==> config.mk <==
export PLATFORM = sky130hd
export DESIGN_NAME = mips_multicycle_control
export DESIGN_NICKNAME = d
export VERILOG_FILES = /design/src/rtl/mips_multicycle_control.sv
export SDC_FILE = /design/constraint.sdc
export NUM_CORES = 1
export LEC_CHECK = 0
export CAP_MARGIN = 20
export CORE_MARGIN = 2
export CORE_UTILIZATION = 43
export DETAILED_ROUTE_END_ITERATION = 7
export GPL_ROUTABILITY_DRIVEN = 0
export PLACE_DENSITY = 0.79
export SLEW_MARGIN = 10
export SYNTH_ARGS = -nofsm -noshare
export SYNTH_HDL_FRONTEND = slang
export SYNTH_SLANG_ARGS = --single-unit
==> constraint.sdc <==
create_clock -name clk -period 2.3 [get_ports clk]
set_input_delay 0.46 -clock clk [delete_from_list [all_inputs] [get_ports clk]]
set_output_delay 0.46 -clock clk [all_outputs]
set_load 0.05 [all_outputs]
==> src/rtl/mips_multicycle_control.sv <==
// Multicycle MIPS main control FSM: sequences fetch/decode/execute/memory/writeback
// and steers datapath muxes and strobes from the registered state.
module mips_multicycle_control (
  input  logic       clk,
  input  logic       reset,
  input  logic [5:0] opcode,
  input  logic       zero,
  input  logic       mem_ready,
  output logic [2:0] ALUOp,
  output logic       alu_src_a,
  output logic [1:0] alu_src_b,
  output logic [1:0] pc_src,
  output logic       pc_write,
  output logic       i_or_d,
  output logic       mem_read,
  output logic       mem_write,
  output logic       ir_write,
  output logic       reg_write,
  output logic       reg_dst,
  output logic       mem_to_reg,
  output logic       zero_ext,
  output logic       illegal_op,
  output logic [3:0] state
);

  typedef enum logic [3:0] {
    S_FETCH  = 4'd0,  S_DECODE = 4'd1,  S_MEMADR = 4'd2,  S_MEMRD = 4'd3,
    S_MEMWB  = 4'd4,  S_MEMWR  = 4'd5,  S_REXEC  = 4'd6,  S_RWB   = 4'd7,
    S_BRANCH = 4'd8,  S_IEXEC  = 4'd9,  S_IWB    = 4'd10, S_JUMP  = 4'd11
  } state_t;

  localparam logic [5:0] OP_RTYPE = 6'b000000;
  localparam logic [5:0] OP_J     = 6'b000010;
  localparam logic [5:0] OP_BEQ   = 6'b000100;
  localparam logic [5:0] OP_BNE   = 6'b000101;
  localparam logic [5:0] OP_ADDI  = 6'b001000;
  localparam logic [5:0] OP_ADDIU = 6'b001001;
  localparam logic [5:0] OP_SLTI  = 6'b001010;
  localparam logic [5:0] OP_SLTIU = 6'b001011;
  localparam logic [5:0] OP_ANDI  = 6'b001100;
  localparam logic [5:0] OP_ORI   = 6'b001101;
  localparam logic [5:0] OP_LW    = 6'b100011;
  localparam logic [5:0] OP_SW    = 6'b101011;

  state_t     state_q, state_d;
  logic [5:0] op_q;
  logic       pc_write_c, ir_write_c, mem_write_c, reg_write_c;

  // State and opcode latch; opcode captured only while decoding.
  always_ff @(posedge clk) begin
    if (reset) begin
      state_q <= S_FETCH;
      op_q    <= 6'd0;
    end else begin
      state_q <= state_d;
      if (state_q == S_DECODE) op_q <= opcode;
    end
  end

  // Next state and per-state outputs.
  always_comb begin
    state_d     = S_FETCH;
    ALUOp       = 3'b000;
    alu_src_a   = 1'b0;
    alu_src_b   = 2'b00;
    pc_src      = 2'b00;
    pc_write_c  = 1'b0;
    i_or_d      = 1'b0;
    mem_read    = 1'b0;
    mem_write_c = 1'b0;
    ir_write_c  = 1'b0;
    reg_write_c = 1'b0;
    reg_dst     = 1'b0;
    mem_to_reg  = 1'b0;
    zero_ext    = 1'b0;
    illegal_op  = 1'b0;
    case (state_q)
      S_FETCH: begin
        mem_read  = 1'b1;
        alu_src_b = 2'b01;
        if (mem_ready) begin
          ir_write_c = 1'b1;
          pc_write_c = 1'b1;
          state_d    = S_DECODE;
        end else begin
          state_d = S_FETCH;
        end
      end
      S_DECODE: begin
        alu_src_b = 2'b11;
        case (opcode)
          OP_LW, OP_SW:    state_d = S_MEMADR;
          OP_RTYPE:        state_d = S_REXEC;
          OP_BEQ, OP_BNE:  state_d = S_BRANCH;
          OP_J:            state_d = S_JUMP;
          OP_ADDI, OP_ADDIU, OP_ANDI, OP_ORI, OP_SLTI, OP_SLTIU:
                           state_d = S_IEXEC;
          default: begin
            illegal_op = 1'b1;
            state_d    = S_FETCH;
          end
        endcase
      end
      S_MEMADR: begin
        alu_src_a = 1'b1;
        alu_src_b = 2'b10;
        state_d   = (op_q == OP_LW) ? S_MEMRD : S_MEMWR;
      end
      S_MEMRD: begin
        mem_read = 1'b1;
        i_or_d   = 1'b1;
        state_d  = mem_ready ? S_MEMWB : S_MEMRD;
      end
      S_MEMWB: begin
        reg_write_c = 1'b1;
        mem_to_reg  = 1'b1;
      end
      S_MEMWR: begin
        mem_write_c = 1'b1;
        i_or_d      = 1'b1;
        state_d     = mem_ready ? S_FETCH : S_MEMWR;
      end
      S_REXEC: begin
        alu_src_a = 1'b1;
        ALUOp     = 3'b010;
        state_d   = S_RWB;
      end
      S_RWB: begin
        reg_write_c = 1'b1;
        reg_dst     = 1'b1;
      end
      S_BRANCH: begin
        alu_src_a  = 1'b1;
        ALUOp      = 3'b001;
        pc_src     = 2'b01;
        pc_write_c = ((op_q == OP_BEQ) && zero) || ((op_q == OP_BNE) && !zero);
      end
      S_IEXEC, S_IWB: begin
        zero_ext = (op_q == OP_ANDI) || (op_q == OP_ORI) || (op_q == OP_SLTIU);
        if (state_q == S_IEXEC) begin
          alu_src_a = 1'b1;
          alu_src_b = 2'b10;
          case (op_q)
            OP_ANDI:           ALUOp = 3'b100;
            OP_ORI:            ALUOp = 3'b101;
            OP_SLTI, OP_SLTIU: ALUOp = 3'b110;
            default:           ALUOp = 3'b000;
          endcase
          state_d = S_IWB;
        end else begin
          reg_write_c = 1'b1;
        end
      end
      S_JUMP: begin
        pc_src     = 2'b10;
        pc_write_c = 1'b1;
      end
      default: state_d = S_FETCH;
    endcase
  end

  // Write strobes are suppressed for the whole time reset is held.
  assign pc_write  = pc_write_c  & ~reset;
  assign ir_write  = ir_write_c  & ~reset;
  assign mem_write = mem_write_c & ~reset;
  assign reg_write = reg_write_c & ~reset;
  assign state     = state_q;

endmodule

==> results.py, run 1 <==
metrics = {
    "drt": {
        "postRouteAntennaNets": 0,
        "drc_errors": 0,
        "viasPerCell": 6.55,
        "drtIter0Drc": 50,
        "totalWireLength_um": 3790,
        "drtPass1Iterations": 4,
        "vias": 1206,
        "wl_per_cell_um": 20.6,
    },
    "global_route": {
        "grt_pass1_wl_um": 4830,
        "grt_max_degree": 19,
        "grtUsageTotal_pct": 30.1,
        "grt_pass1_vias": 1073,
        "grt_overflow": 0,
        "grt_antenna_before_repair": 0,
    },
    "clock_tree": {
        "cts_root_buf": "clkbuf_4",
        "clk_pin_slew_ns": 0.08,
        "cts.sinks": 10,
        "clockBufferDepth": 2,
        "cts_tree": "done",
        "cts_htree_levels": 1,
        "insertion_delay_ns": 0.27,
        "cts-buffers-inserted": 3,
        "postCtsHoldBufs": 0,
    },
    "timing": {
        "rsz0062_at_grt": "yes",
        "skew_ns": 0.0150,
        "period_share_pct": 101,
        "fmax_ghz": 0.428,
        "holdWs_ns": 0.525,
        "finalWorstSetupSlack_ns": -0.0340,
        "slew_viol_final": 0,
        "hold_viol": 0,
        "layout_min_cycle_time_ns": 2.33,
        "max_slew_margin_pct": 57.0,
        "final-setup-viol-count": 2,
        "worstMarginPinSlew_ns": 0.637,
        "fin_tns_setup_ns": -0.0566,
    },
    "synthesis": {
        "synth_compound_area_share_pct": 23.9,
        "ys.flop_type": "dfxtp_1",
        "synth_top_area_share_pct": 24.4,
        "syn-num-nets": 124,
        "synth-simple-area-share_pct": 41.0,
        "yosys-top-cells-area": "dfxtp_1 24%, nand2_1 7.3%, a21oi_1 6.7%",
        "synth-seq-cells": 10,
        "synth_edf_count": 0,
        "yosys.area_share.xor_xnor_pct": 3.20,
        "async_reset_ff_share_pct": 0,
        "muxShareOfSynthArea_pct": 0,
        "yosysSeqAreaShare_pct": 24.4,
        "yosysWarnings": 0,
        "postSynthCellCount": 114,
        "avgSynthCellArea_um2": 7.20,
        "synth.distinct_cells": 40,
        "synth.largest_area_cell": "dfxtp_1",
        "synth_top_family_by_area": "simple AND/OR/NAND/NOR gates",
        "syn-cell-area_um2": 821,
        "synthAdderAreaFrac_pct": 1.22,
    },
    "worst_setup_path": {
        "r2r-start": "state[2]$_SDFF_PP0_",
        "crit_family": "simple AND/OR/NAND/NOR gates",
        "cp-end-kind": "primary output",
        "crit_chain": "nand2b_4 > or4b_4 > or2_4 > o22ai_4 > buf_12",
        "arrival_ns": 1.87,
        "crit_fanout": 3,
        "cp.required_ns": 1.84,
        "worstReg2RegEnd": "state[2]$_SDFF_PP0_",
        "critPathLaunchType": "flip-flop",
        "criticalPathCategory": "reg2out",
        "reg2reg_depth": 5,
        "r2r_setup_slack_ns": 0.26,
        "cp.buffers_inverters": 1,
        "slowest_delay_ns": 0.49,
        "cp_slowest_cell": "or4b_4",
    },
    "power_and_ir_drop": {
        "intPower_mw": 0.331,
        "p_clk_share_pct": 25.0,
        "p_total_mw": 0.528,
        "swShare_pct": 37.4,
        "power_leakage_nw": 0.631,
        "powerDensity_nw_per_um2": 322,
        "pwr-share-seq_pct": 37.0,
        "p_sw_mw": 0.197,
        "pwr-share-comb_pct": 38.0,
        "vdd_drop_max_uv": 338,
    },
    "min_path": {
        "hold_path.class": "reg2reg",
        "whs_path_depth": 2,
        "hold_end": "op_q[1]$_SDFFE_PP0P_",
        "worstHoldStart": "op_q[1]$_SDFFE_PP0P_",
    },
    "placed_design": {
        "place_hpwl_um": 2160,
        "io_buffer_count": 31,
        "dp_slack_ns": -0.0757,
    },
    "floorplanning": {
        "dieArea_um2": 2270,
        "initial_core_util_pct": 46.5,
        "die_y_um": 47.7,
        "io_pins": 32,
        "fp.coreArea_um2": 1760,
        "die_w_um": 47.7,
        "core.rowCount": 15,
    },
    "final_layout": {
        "syn_to_final_growth_pct": 100,
        "layout_common_cells": "22 x buf_4, 16 x nand2_1, 15 x buf_12",
        "fin_util_pct": 93.0,
        "mostFrequentLayoutCell": "buf_4",
        "final_layout_size_suffix_gt1_share_pct": 44.0,
        "n_antenna_cell": 0,
        "final_nets": 170,
    },
    "job": {
        "maxCapViolCount": 0,
    },
    "status": {
        "outcome": "complete, but fails checks",
        "violations": "setup timing",
    },
}
==> cell type report <==
cell class,instances,area [µm²]
sequential,10,209
fill,65,123
inverter,3,11.3
multi-input combinational,93,763
clock buffer,4,26.3
tap,25,31.3
timing repair buffer,49,601
==> sequential cells by signal, summed over array words and instances, names as in the netlist <==
name / count
op_q: 6
state: 4
==> synth_stat cells (all sizes together) (3+ instances only) <==
master and n:
clkbuf 4, nor4 5, a211oi 3, nand2 16, inv 3, a31oi 3, dfxtp 10, buf 4
nor3 9, nor2 9, o21ai 3, a21oi 11, nand2b 6, or4b 3
==> logic make-up after synthesis <==
kind of cell               after synthesis
AOI/OAI and AO/OA                       30
xor gates and xnor gates                 3
adders and majority gates                1
buffers and inverters                   11
DFF                                     10
and+or+nand+nor                         59
==> power groups by stage <==
stage | clock network [mW] | registers (mW) | logic [mW]
detailed placement | 0 | 0.198 | 0.180
finish | 0.132 | 0.196 | 0.201
global route | 0.143 | 0.197 | 0.207
floorplan | 0 | 0.198 | 0.0966
global placement | 0 | 0.197 | 0.177
CTS | 0.130 | 0.194 | 0.184
==> layer usage <==
metal | GRT usage [%] | vias up | routed length (µm)
li1 | - | 511 | -
met1 | 33.6 | 566 | 1400
met2 | 56.0 | 109 | 1880
met3 | 5.28 | 20 | 347
met4 | 11.4 | 0 | 157
met5 | 0 | - | 0
==> stage by stage <==
step	std cells	area, µm²
finish	184	1640
global route	184	1640
CTS	181	1570
detailed placement	175	1520
global placement	175	1520
floorplan	114	977
==> worst max path at each step <==
stage / start / endpoint / slack (ns) / cells after the start
2_1_floorplan: state[1]$_SDFF_PP0_ / pc_write / -0.14 / 5
3_3_place_gp: mem_ready / pc_write / -0.08 / 6
3_5_place_dp: mem_ready / pc_write / -0.08 / 6
4_1_cts: mem_ready / pc_write / -0.08 / 6
5_1_grt: state[2]$_SDFF_PP0_ / ALUOp[1] / -0.07 / 5
6_report: state[2]$_SDFF_PP0_ / ALUOp[1] / -0.03 / 5
==> repair_timing <==
item / 4_1_cts / 5_1_grt
endpoints found under the setup margin: 5 / 6
setup buffers: 2 / 3
gates resized for setup: 2 / 13
pin swaps: 0 / 4
==> worst reg2reg max path: cells and delay by family, from the launching register on <==
kind	cells	cell delay [ns]
AND/OR/NAND/NOR	2	1.10
flip-flops	1	0.34
AO/OA/AOI/OAI	1	0.19
buffers and inverters	2	0.34
Note: power is estimated with default switching activity, not from simulation.
==> inputs of run 2 (changes only) <==
- GPL_ROUTABILITY_DRIVEN: 0 -> unset
==> results of run 2 <==
The final DEF is identical to that of run 1; final timing and power are the same.
==> patch (settings of run 1) <==
Reset style: asynchronous (`reset`), changed in one clocked block.
--- a/src/rtl/mips_multicycle_control.sv
+++ b/src/rtl/mips_multicycle_control.sv
@@ -48,5 +48,5 @@
 
   // State and opcode latch; opcode captured only while decoding.
-  always_ff @(posedge clk) begin
+  always_ff @(posedge clk or posedge reset) begin
     if (reset) begin
       state_q <= S_FETCH;
Formal check against the unedited RTL: differs if reset is asserted again (counterexample within 4 cycles, from zero or initial values and one cycle with reset high); with reset held inactive, the same outputs for 10 cycles.
==> patch against run 1 <==
Count of clock-buffer cells in the layout unchanged. Die area increased by 8.6%. Synthesized area increased by 9.5%. First-iteration DRC count is 70% lower. Design area increased by 3.7%. Register-to-register slack improved by 0.37 ns. Critical path depth is the same. Synthesized cell count is 9.6% lower. Setup slack better by 0.085 ns. Core utilization down 6.3 points. Wire length shrank 20%. Sequential cell count is the same. Critical path type is now input pin to output port.
Power is left out: it rests on default switching activity, and per cell area and clock period it moved more than threefold.
==> patch: results <==
set metrics [dict create \
    grt_antenna_before_repair 0 \
    grt_pass1_vias 1015 \
    postRouteWirelength_um 3040 \
    worst_pin_slew_ns 0.531 \
    synthTopCellsByArea "dfrtp_1, mux2_2, nor3_1, nand2b_1, nor2b_1" \
    drive_above_1_share_pct 47.8 \
    hold_ws_ns 0.579 \
    worstPathMaxFanout 2 \
    status "finished clean" \
    cpMaxStageDelayCell "clkdlybuf4s50_1" \
    largest_reg_flops 6 \
    drc 0 \
    async_flop_share_pct 100 \
    crit_arrival_ns 1.79 \
    n_antenna_cell 0 \
    clkSlewWorstSetupHoldPaths_ns 0.06 \
    stdcell_count 184 \
    syn_avg_cell_area_um2 8.72 \
    netlist_top_cells_count "dfrtp_1, nor3_1, mux2_2" \
    groute.usage.overall_pct 25.5 \
    whs_path_depth 1 \
    synth-seq-area-share_pct 27.9 \
    critPathTopFamily "buffers and inverters" \
    syn_nets 113 \
    io_buffers 31 \
    crit_path_max_incr_delay_ns 0.47 \
    hold_path_class "flop to flop" \
    clock_latency_ns 0.26 \
    post-dp-hpwl_um 2320 \
    multi_input_area_um2 712 \
    rrSetupSlack_ns 0.63 \
    yosysUniqueCellTypes 42 \
    initialDrtViolationCount 15 \
    nets 168 \
    rr_startpoint "state[2]" \
    r2r_end "op_q[2]" \
    yosysWarnings 0 \
    first_pass_iters 4 \
    clk_path_buf_depth 2 \
    via_count 1028 \
    grt_start_max_net_pins 15 \
    worst_r2r_path_depth 4 \
    pre_cts_slack_ns -0.0752 \
    fillers 105 \
    clock_skew_ns 0.00903 \
    holdPathEnd "op_q[4]" \
    dpl_cell_area_um2 1610 \
    hold_start "op_q[4]" \
    synth_top_flop_cell "dfrtp_1" \
]
[patch: cell count changes in the layout (fill, tap and decap cells not counted), sizes merged, moves of 3 or more]
| cell | before | now |
|---|---|---|
| nor2b | 1 | 6 |
| nor2 | 9 | 4 |
| buf | 37 | 45 |
| dlygate4sd2 | 0 | 4 |
| dfxtp | 10 | 0 |
| mux2 | 0 | 7 |
| a21oi | 11 | 4 |
| dlymetal6s2s | 6 | 1 |
| nor4 | 5 | 1 |
| nand2 | 16 | 4 |
| dfrtp | 0 | 10 |
| nand4 | 0 | 3 |
[patch: worst max path at each step]
stage / to / depth (start not counted) / start / slack, ns
5_1_grt: pc_write / 5 / state[2] / 0.0009
3_3_place_gp: pc_write / 5 / mem_ready / -0.04
2_1_floorplan: pc_write / 3 / state[3] / -0.38
6_report: illegal_op / 5 / opcode[0] / 0.05
4_1_cts: pc_write / 4 / state[1] / 0.001
3_5_place_dp: pc_write / 5 / mem_ready / -0.08
[patch: kinds of logic after synthesis]
group / share of synthesized area (%)
buffers and inverters: 6.13
muxes: 8.77
and+or+nand+nor: 35.9
xor gates and xnor gates: 1.95
DFF: 27.9
AOI/OAI and AO/OA: 19.4
[patch: per-layer routing]
layer	track usage [%]	wire length [µm]
met2	50.0	1730
met1	27.9	1180
met4	7.41	5
met5	0	0
met3	3.33	122
[patch: area by class of cell]
cell class	count	area share, %
Multi-Input combinational cell	83	41.8
Timing Repair Buffer	56	38.9
Sequential cell	10	14.9
Tap cell	27	1.98
Clock buffer	4	1.54
Inverter	4	0.882
[patch: timing repair]
item,4_1_cts,5_1_grt
buffers inserted,2,6
setup endpoints to repair,4,4
pin swaps,7,3
hold buffers,0,0
gates resized for setup,8,2
